## src/rtl/wallace_mac_seq.sv

```systemverilog
// wallace_mac_seq: streaming multiply-accumulate controller.
//
// Accepts 4-bit operand pairs over a valid/ready handshake and issues one pair
// per cycle into a three-stage Wallace-tree multiplier. A shift register
// tracks the pairs in flight so that each product is added to the accumulator
// exactly MUL_LAT cycles after it was accepted. The job ends on the pair that
// carries in_last, or when MAX_TERMS pairs have been taken. The pipeline then
// drains, and the dot product is held on out_acc/out_count until out_ready.
//
// Optional feature: define MAC_SAT_EN to clamp the accumulator at all-ones and
// raise a sticky out_sat. Without it the sum wraps and out_sat is tied to 0.
//
// Ports (wallace_mac_seq):
//   clk        in   clock, rising edge
//   rst_n      in   asynchronous active-low reset
//   in_valid   in   operand pair valid
//   in_ready   out  controller can take a pair (IDLE or RUN)
//   in_a       in   4-bit multiplicand
//   in_b       in   4-bit multiplier
//   in_last    in   pair is the final term of the job
//   out_valid  out  result valid (DONE)
//   out_ready  in   consumer takes the result
//   out_acc    out  accumulated sum, ACC_W bits
//   out_count  out  number of terms accumulated, CNT_W bits
//   out_sat    out  saturation occurred
//
// Ports (wallace_4x4_pipelined):
//   clk in, rst in (sync, active-high, clears the valid pipe only),
//   vld_i in, a_i/b_i in (4 bits), prod_o out (8 bits, zero when not valid)

module wallace_4x4_pipelined (
  input  logic       clk,
  input  logic       rst,
  input  logic       vld_i,
  input  logic [3:0] a_i,
  input  logic [3:0] b_i,
  output logic [7:0] prod_o
);
  // The reduction tree below is written for exactly four partial-product rows.
  localparam int DATA_W = 4;
  localparam int PW     = 2 * DATA_W;

  function automatic logic [PW-1:0] csa_sum(input logic [PW-1:0] x, y, z);
    return x ^ y ^ z;
  endfunction

  function automatic logic [PW-1:0] csa_carry(input logic [PW-1:0] x, y, z);
    return ((x & y) | (x & z) | (y & z)) << 1;
  endfunction

  logic [PW-1:0] pp_p0 [DATA_W];
  logic [PW-1:0] s_p1, c_p1, prod_p2;
  logic [PW-1:0] s_l1, c_l1, s_l2, c_l2;
  logic          vld_p0, vld_p1, vld_p2;

  always_ff @(posedge clk) begin
    if (rst) begin
      vld_p0 <= 1'b0;
      vld_p1 <= 1'b0;
      vld_p2 <= 1'b0;
    end else begin
      vld_p0 <= vld_i;
      vld_p1 <= vld_p0;
      vld_p2 <= vld_p1;
    end
  end

  always_comb begin
    s_l1 = csa_sum(pp_p0[0], pp_p0[1], pp_p0[2]);
    c_l1 = csa_carry(pp_p0[0], pp_p0[1], pp_p0[2]);
    s_l2 = csa_sum(s_l1, c_l1, pp_p0[3]);
    c_l2 = csa_carry(s_l1, c_l1, pp_p0[3]);
  end

  always_ff @(posedge clk) begin
    // stage p0: partial-product rows
    for (int i = 0; i < DATA_W; i++) begin
      pp_p0[i] <= PW'(a_i & {DATA_W{b_i[i]}}) << i;
    end
    // stage p1: two 3:2 compressor layers, four rows down to sum/carry
    s_p1 <= s_l2;
    c_p1 <= c_l2;
    // stage p2: final carry-propagate add
    prod_p2 <= s_p1 + c_p1;
  end

  assign prod_o = vld_p2 ? prod_p2 : '0;

endmodule

module wallace_mac_seq #(
  parameter int MUL_LAT   = 3,
  parameter int ACC_W     = 16,
  parameter int MAX_TERMS = 256,
  parameter int CNT_W     = $clog2(MAX_TERMS + 1)
) (
  input  logic             clk,
  input  logic             rst_n,
  input  logic             in_valid,
  output logic             in_ready,
  input  logic [3:0]       in_a,
  input  logic [3:0]       in_b,
  input  logic             in_last,
  output logic             out_valid,
  input  logic             out_ready,
  output logic [ACC_W-1:0] out_acc,
  output logic [CNT_W-1:0] out_count,
  output logic             out_sat
);
  localparam logic [1:0] S_IDLE  = 2'd0;
  localparam logic [1:0] S_RUN   = 2'd1;
  localparam logic [1:0] S_DRAIN = 2'd2;
  localparam logic [1:0] S_DONE  = 2'd3;

  // Full-width sum; the extra top bit is the overflow flag.
  function automatic logic [ACC_W:0] acc_add(input logic [ACC_W-1:0] acc,
                                             input logic [7:0] prod);
    return {1'b0, acc} + {1'b0, ACC_W'(prod)};
  endfunction

  function automatic logic [ACC_W-1:0] acc_sat(input logic [ACC_W:0] sum);
    return sum[ACC_W] ? {ACC_W{1'b1}} : sum[ACC_W-1:0];
  endfunction

  logic [1:0]         state_q, state_d;
  logic [MUL_LAT-1:0] vld_q, vld_d;
  logic [ACC_W-1:0]   acc_q, acc_d;
  logic [CNT_W-1:0]   cnt_q, cnt_d;
  logic [ACC_W:0]     sum;
  logic [3:0]         mul_a, mul_b;
  logic [7:0]         prod;
  logic               accept, retire, end_job;

  assign in_ready = (state_q == S_IDLE) || (state_q == S_RUN);
  assign accept   = in_valid && in_ready && rst_n;
  assign retire   = vld_q[MUL_LAT-1];
  // The pair that fills the counter closes the job even without in_last.
  assign end_job  = in_last || (cnt_q == CNT_W'(MAX_TERMS - 1));
  // Idle cycles feed zeros so the pipe carries nothing stale.
  assign mul_a    = accept ? in_a : 4'd0;
  assign mul_b    = accept ? in_b : 4'd0;
  assign sum      = acc_add(acc_q, prod);

  wallace_4x4_pipelined u_mul (
    .clk    (clk),
    .rst    (~rst_n),
    .vld_i  (accept),
    .a_i    (mul_a),
    .b_i    (mul_b),
    .prod_o (prod)
  );

`ifdef MAC_SAT_EN
  logic sat_q, sat_d;
`endif

  always_comb begin
    state_d = state_q;
    vld_d   = {vld_q[MUL_LAT-2:0], accept};
    acc_d   = acc_q;
    cnt_d   = cnt_q;
`ifdef MAC_SAT_EN
    sat_d   = sat_q;
    if (retire) begin
      acc_d = acc_sat(sum);
      sat_d = sat_q | sum[ACC_W];
    end
`else
    if (retire) acc_d = sum[ACC_W-1:0];
`endif
    if (accept) cnt_d = cnt_q + CNT_W'(1);
    case (state_q)
      S_IDLE, S_RUN: if (accept) state_d = end_job ? S_DRAIN : S_RUN;
      // Leave DRAIN on the edge that retires the last pair still in flight.
      S_DRAIN: if (vld_q[MUL_LAT-2:0] == '0) state_d = S_DONE;
      S_DONE: begin
        if (out_ready) begin
          state_d = S_IDLE;
          acc_d   = '0;
          cnt_d   = '0;
`ifdef MAC_SAT_EN
          sat_d   = 1'b0;
`endif
        end
      end
      default: state_d = S_IDLE;
    endcase
  end

  always_ff @(posedge clk or negedge rst_n) begin
    if (!rst_n) begin
      state_q <= S_IDLE;
      vld_q   <= '0;
      acc_q   <= '0;
      cnt_q   <= '0;
`ifdef MAC_SAT_EN
      sat_q   <= 1'b0;
`endif
    end else begin
      state_q <= state_d;
      vld_q   <= vld_d;
      acc_q   <= acc_d;
      cnt_q   <= cnt_d;
`ifdef MAC_SAT_EN
      sat_q   <= sat_d;
`endif
    end
  end

  assign out_valid = (state_q == S_DONE);
  assign out_acc   = acc_q;
  assign out_count = cnt_q;
`ifdef MAC_SAT_EN
  assign out_sat   = sat_q;
`else
  assign out_sat   = 1'b0;
`endif

endmodule

```

## config.mk

```make
export PLATFORM = sky130hd
export DESIGN_NAME = wallace_mac_seq
export DESIGN_NICKNAME = d
export VERILOG_FILES = /design/src/rtl/wallace_mac_seq.sv
export SDC_FILE = /design/constraint.sdc
export NUM_CORES = 1
export LEC_CHECK = 0
export ABC_AREA = 1
export CORE_UTILIZATION = 57
export CTS_BUF_LIST = sky130_fd_sc_hd__clkbuf_8
export DETAILED_ROUTE_END_ITERATION = 10
export HOLD_SLACK_MARGIN = 0.15
export PLACE_DENSITY = 0.82
export RECOVER_POWER = 50
export SETUP_SLACK_MARGIN = 0.15
export SYNTH_ARGS = -nofsm -noshare
export SYNTH_HDL_FRONTEND = slang
export SYNTH_SLANG_ARGS = --single-unit
```

## constraint.sdc

```tcl
create_clock -name clk -period 2.3 [get_ports clk]
set_input_delay 0.69 -clock clk [delete_from_list [all_inputs] [get_ports clk]]
set_output_delay 0.69 -clock clk [all_outputs]
set_load 0.01 [all_outputs]
```

==> impl_results.md <==
- DP Cell Count: 475
- Worst hold path cell count: 0
- Power share of the combinational group: 30.3%
- Ant diodes: 0
- CTS HTree Levels: 3
- Synth top area share: 24.3%
- Total gr overflow: 0
- DR WL/cell: 12.0 um
- Initial antenna violation count: 0
- Die width: 76.1 um
- Clk slew on worst S/H paths: 0.07 ns
- Hold endpoint: u_mul.s_p1[6]
- Reg-to-reg slack, setup: 0.37 ns
- Number of synthesized register bits: 68
- Pre-CTS WS: roughly 0.26 ns
- Global-route wire length before repair: 10400 um
- Fmax: 489 MHz
- DR iter-0 viols: 138
- Max-slew violations: 0
- I/O pins: ~40
- Slew HR: 47.7%
- Synth Warn #: 0
- Worst r2r src: u_mul.vld_p2
- Syn nets: 405
- TNS Setup: 0 ns
- Share of cells above drive strength 1: under 10%
- Post-Route WL: 5900 um
- Post-DRT Antenna Nets: 0
- Row count: 26
- Worst path cell trace: clkdlybuf4s50_1
- Startpoint Class: flip-flop
- Largest stage delay on the critical path: about 0.57 ns
- Critical path type: flip-flop to primary output
- Average size of a mapped cell: 8.49 um2
- Crit share post-route: approximately nine tenths
- Slowest-stage cell, CP: clkdlybuf4s50_1
- Router iterations before antenna repair: 4
- Filler cells: a little over 400
- Seq pwr share: 43.9%
- Final setup vio count: 0
- Critical Path AT: 1.35 ns
- Seq/Total Area, Yosys: about 48%
- Final Hold Fails: 0
- Fin crit period: just over 2 ns
- Vias in the first global route: 2384
- R2r endpoint: out_acc[12]
- Setup Skew: 0.00949 ns
- NetSw: 1.15 mW
- Gate Count Post-Synth: between 300 and 400
- Die height: 76.1 um
- RePlAce Congestion: 0.853
- Pleak: 1.94 nW
- Critical hold path startpoint: u_mul.pp_p0[3][6]
- Yosys cell types: 36
- Clock share of power: 25.8%
- Clock Latency Late Sink: 0.33 ns
- Via count: 2424
- Worst Path Buf+Inv: 1
- Dpl hpwl: 4260 um
- Tightest Pin Transition: 0.785 ns
- Largest net degree at the start of global routing: 33
- Top Family by Delay on Critical Path: buffers and inverters
- Gr usage total: 22.7%
- Post-Layout Cell Count: 491
- CTS sink cnt: between 60 and 70
- Worst-path fanout max: 7
- Area contributors post-synth: dfxtp_1 24%, dfrtp_1 24%, nand2_1 8.5%
- CTS Buf Count: 9
- Initial Util: between 60% and 70%
- Number of nets in the layout: 453
- Leading area contributor after synthesis: dfxtp_1
- Cell count of the worst reg-to-reg path: 10
- Setup slack after layout: 0.255 ns
- # Max-Cap Violations: 0
- Most common cell after layout, fill and taps aside: nand2_1
- RSZ-0062 raised after global routing: no
- Post-layout util: 72.5%
- Status: finished, final reports clean
- Power per cell area: 926 mW/mm2
- Max VDD drop: 0.642 mV
- Netlist Area Pre-Place: 0.00313 mm2
- Crit path required time: 1.61 ns
- Critical path capture point type: primary output
- Commonest cells after routing, fill and taps aside: 71 x nand2_1, 57 x inv_1, 51 x nor2_1
- Clock Path Buffers: 2
- Root buf cell: clkbuf_8
- Internal: ~2.3 mW
- PortBufs: 39
- DRC errors left: 0
- Vias per cell: 4.94
- Core area: around 0.0052 mm2
- Min-delay worst type: flip-flop to flip-flop
- Sw Ratio: 32.9%
- P&R area growth vs syn: 20.8%
- Die ar.: 0.00578 mm2
- CTS tree: built
-- state kept, by name, summed over array words and instances (netlist names), 2 cells and up --
register,cells
u_mul.c_p1,4
u_mul.pp_p0,16
vld_q,3
out_count,9
out_acc,16
state_q,2
u_mul.prod_p2,8
u_mul.s_p1,7
-- power by group through the flow --
stage                     Clock (mW)  Sequential (mW)  Combinational (mW)
final                          0.901             1.54                1.06
after global routing           0.972             1.56                1.19
after CTS                      0.920             1.54                1.07
after detailed placement           0             1.56                1.06
after global placement             0             1.55                1.03
after floorplan                    0             1.58               0.576
-- worst register-to-register path, cell delays in order (launching register included) --
cell and delay, ns:
dfxtp_1 0.38, nand2_1 0.09, inv_1 0.05, ha_1 0.22, fa_1 0.44, nand2_1 0.12
nand3_1 0.10, nand2_1 0.14, o21ai_2 0.10, a21oi_1 0.14, nor2_1 0.06
-- Yosys cell counts --
master     n
nand2_1   71
inv_1     54
nor2_1    50
dfxtp_1   38
dfrtp_1   30
nand3_1   27
a21oi_1   17
ha_1      17
o21ai_0   11
fa_1       7
nor3_1     5
nand3_2    4
nand4_1    4
xnor2_1    4
clkbuf_1   3
inv_2      2
nor4b_1    2
o21a_1     2
o21bai_1   2
xor2_1     2
a211oi_1   1
a21boi_1   1
a21o_1     1
buf_2      1
buf_4      1
clkinv_1   1
conb_1     1
nand2_2    1
nand3_4    1
nor2_2     1
nor2_4     1
nor4_1     1
o211ai_1   1
o21ai_2    1
o31ai_1    1
or2_2      1
-- timing repair --
action | in CTS | in global routing
hold buffers | 0 | 0
buffers inserted | 0 | 0
pin swaps | 0 | 0
gates resized for setup | 1 | 3
endpoints found under the setup margin | 1 | 4
gates cloned | 0 | 0
-- layer usage --
metal / routed length, um / up-vias / part of all wire [%] / track usage [%]
met5: 0 / - / 0 / 0
met2: 2990 / 41 / 51 / 40.6
met4: 62 / 0 / 1.1 / 6.54
li1: - / 1258 / - / -
met1: 2640 / 1119 / 45 / 27.4
met3: 208 / 6 / 3.5 / 5.27
-- area by class of cell --
class | instances | area (um2) | share of cell area, %
well taps | 70 | 87.6 | 2.32
inverters | 57 | 214 | 5.67
clock buffers | 9 | 124 | 3.28
flip-flops and latches | 68 | 1510 | 40.1
multi-input cells | 238 | 1360 | 36.1
clock inverters | 7 | 61.3 | 1.62
repair buffers | 42 | 412 | 10.9
-- worst max path at each step --
| stage | depth (start not counted) | from | slack (ns) | endpoint |
|---|---|---|---|---|
| after detailed placement | 5 | rst_n | 0.26 | out_count[0] |
| after global routing | 11 | u_mul.vld_p2 | 0.13 | out_acc[12] |
| after global placement | 7 | rst_n | 0.31 | out_count[6] |
| after floorplan | 11 | u_mul.vld_p2 | 0.52 | out_acc[8] |
| final | 1 | out_acc[10] | 0.26 | out_acc[10] |
| after CTS | 2 | state_q[1] | 0.19 | in_ready |
-- through the flow --
| stage | cell area (um2) | hold slack, ns | total power [mW] |
|---|---|---|---|
| after CTS | 3790 | 0.329 | 3.53 |
| after global routing | 3770 | 0.338 | 3.72 |
| after floorplan | 3130 | 0.310 | 2.16 |
| final | 3770 | 0.329 | 3.50 |
| after global placement | 3600 | 0.314 | 2.58 |
| after detailed placement | 3600 | 0.312 | 2.62 |
-- cell families after synthesis --
| group | share of synthesized area [%] |
|---|---|
| compound gates | 6.93 |
| xor+xnor | 1.68 |
| fa+ha+maj | 11.3 |
| buf+inv | 7.61 |
| flops | 48.4 |
| other cells | 0.120 |
| simple gates | 24.0 |
(Power assumes the default switching activity.)
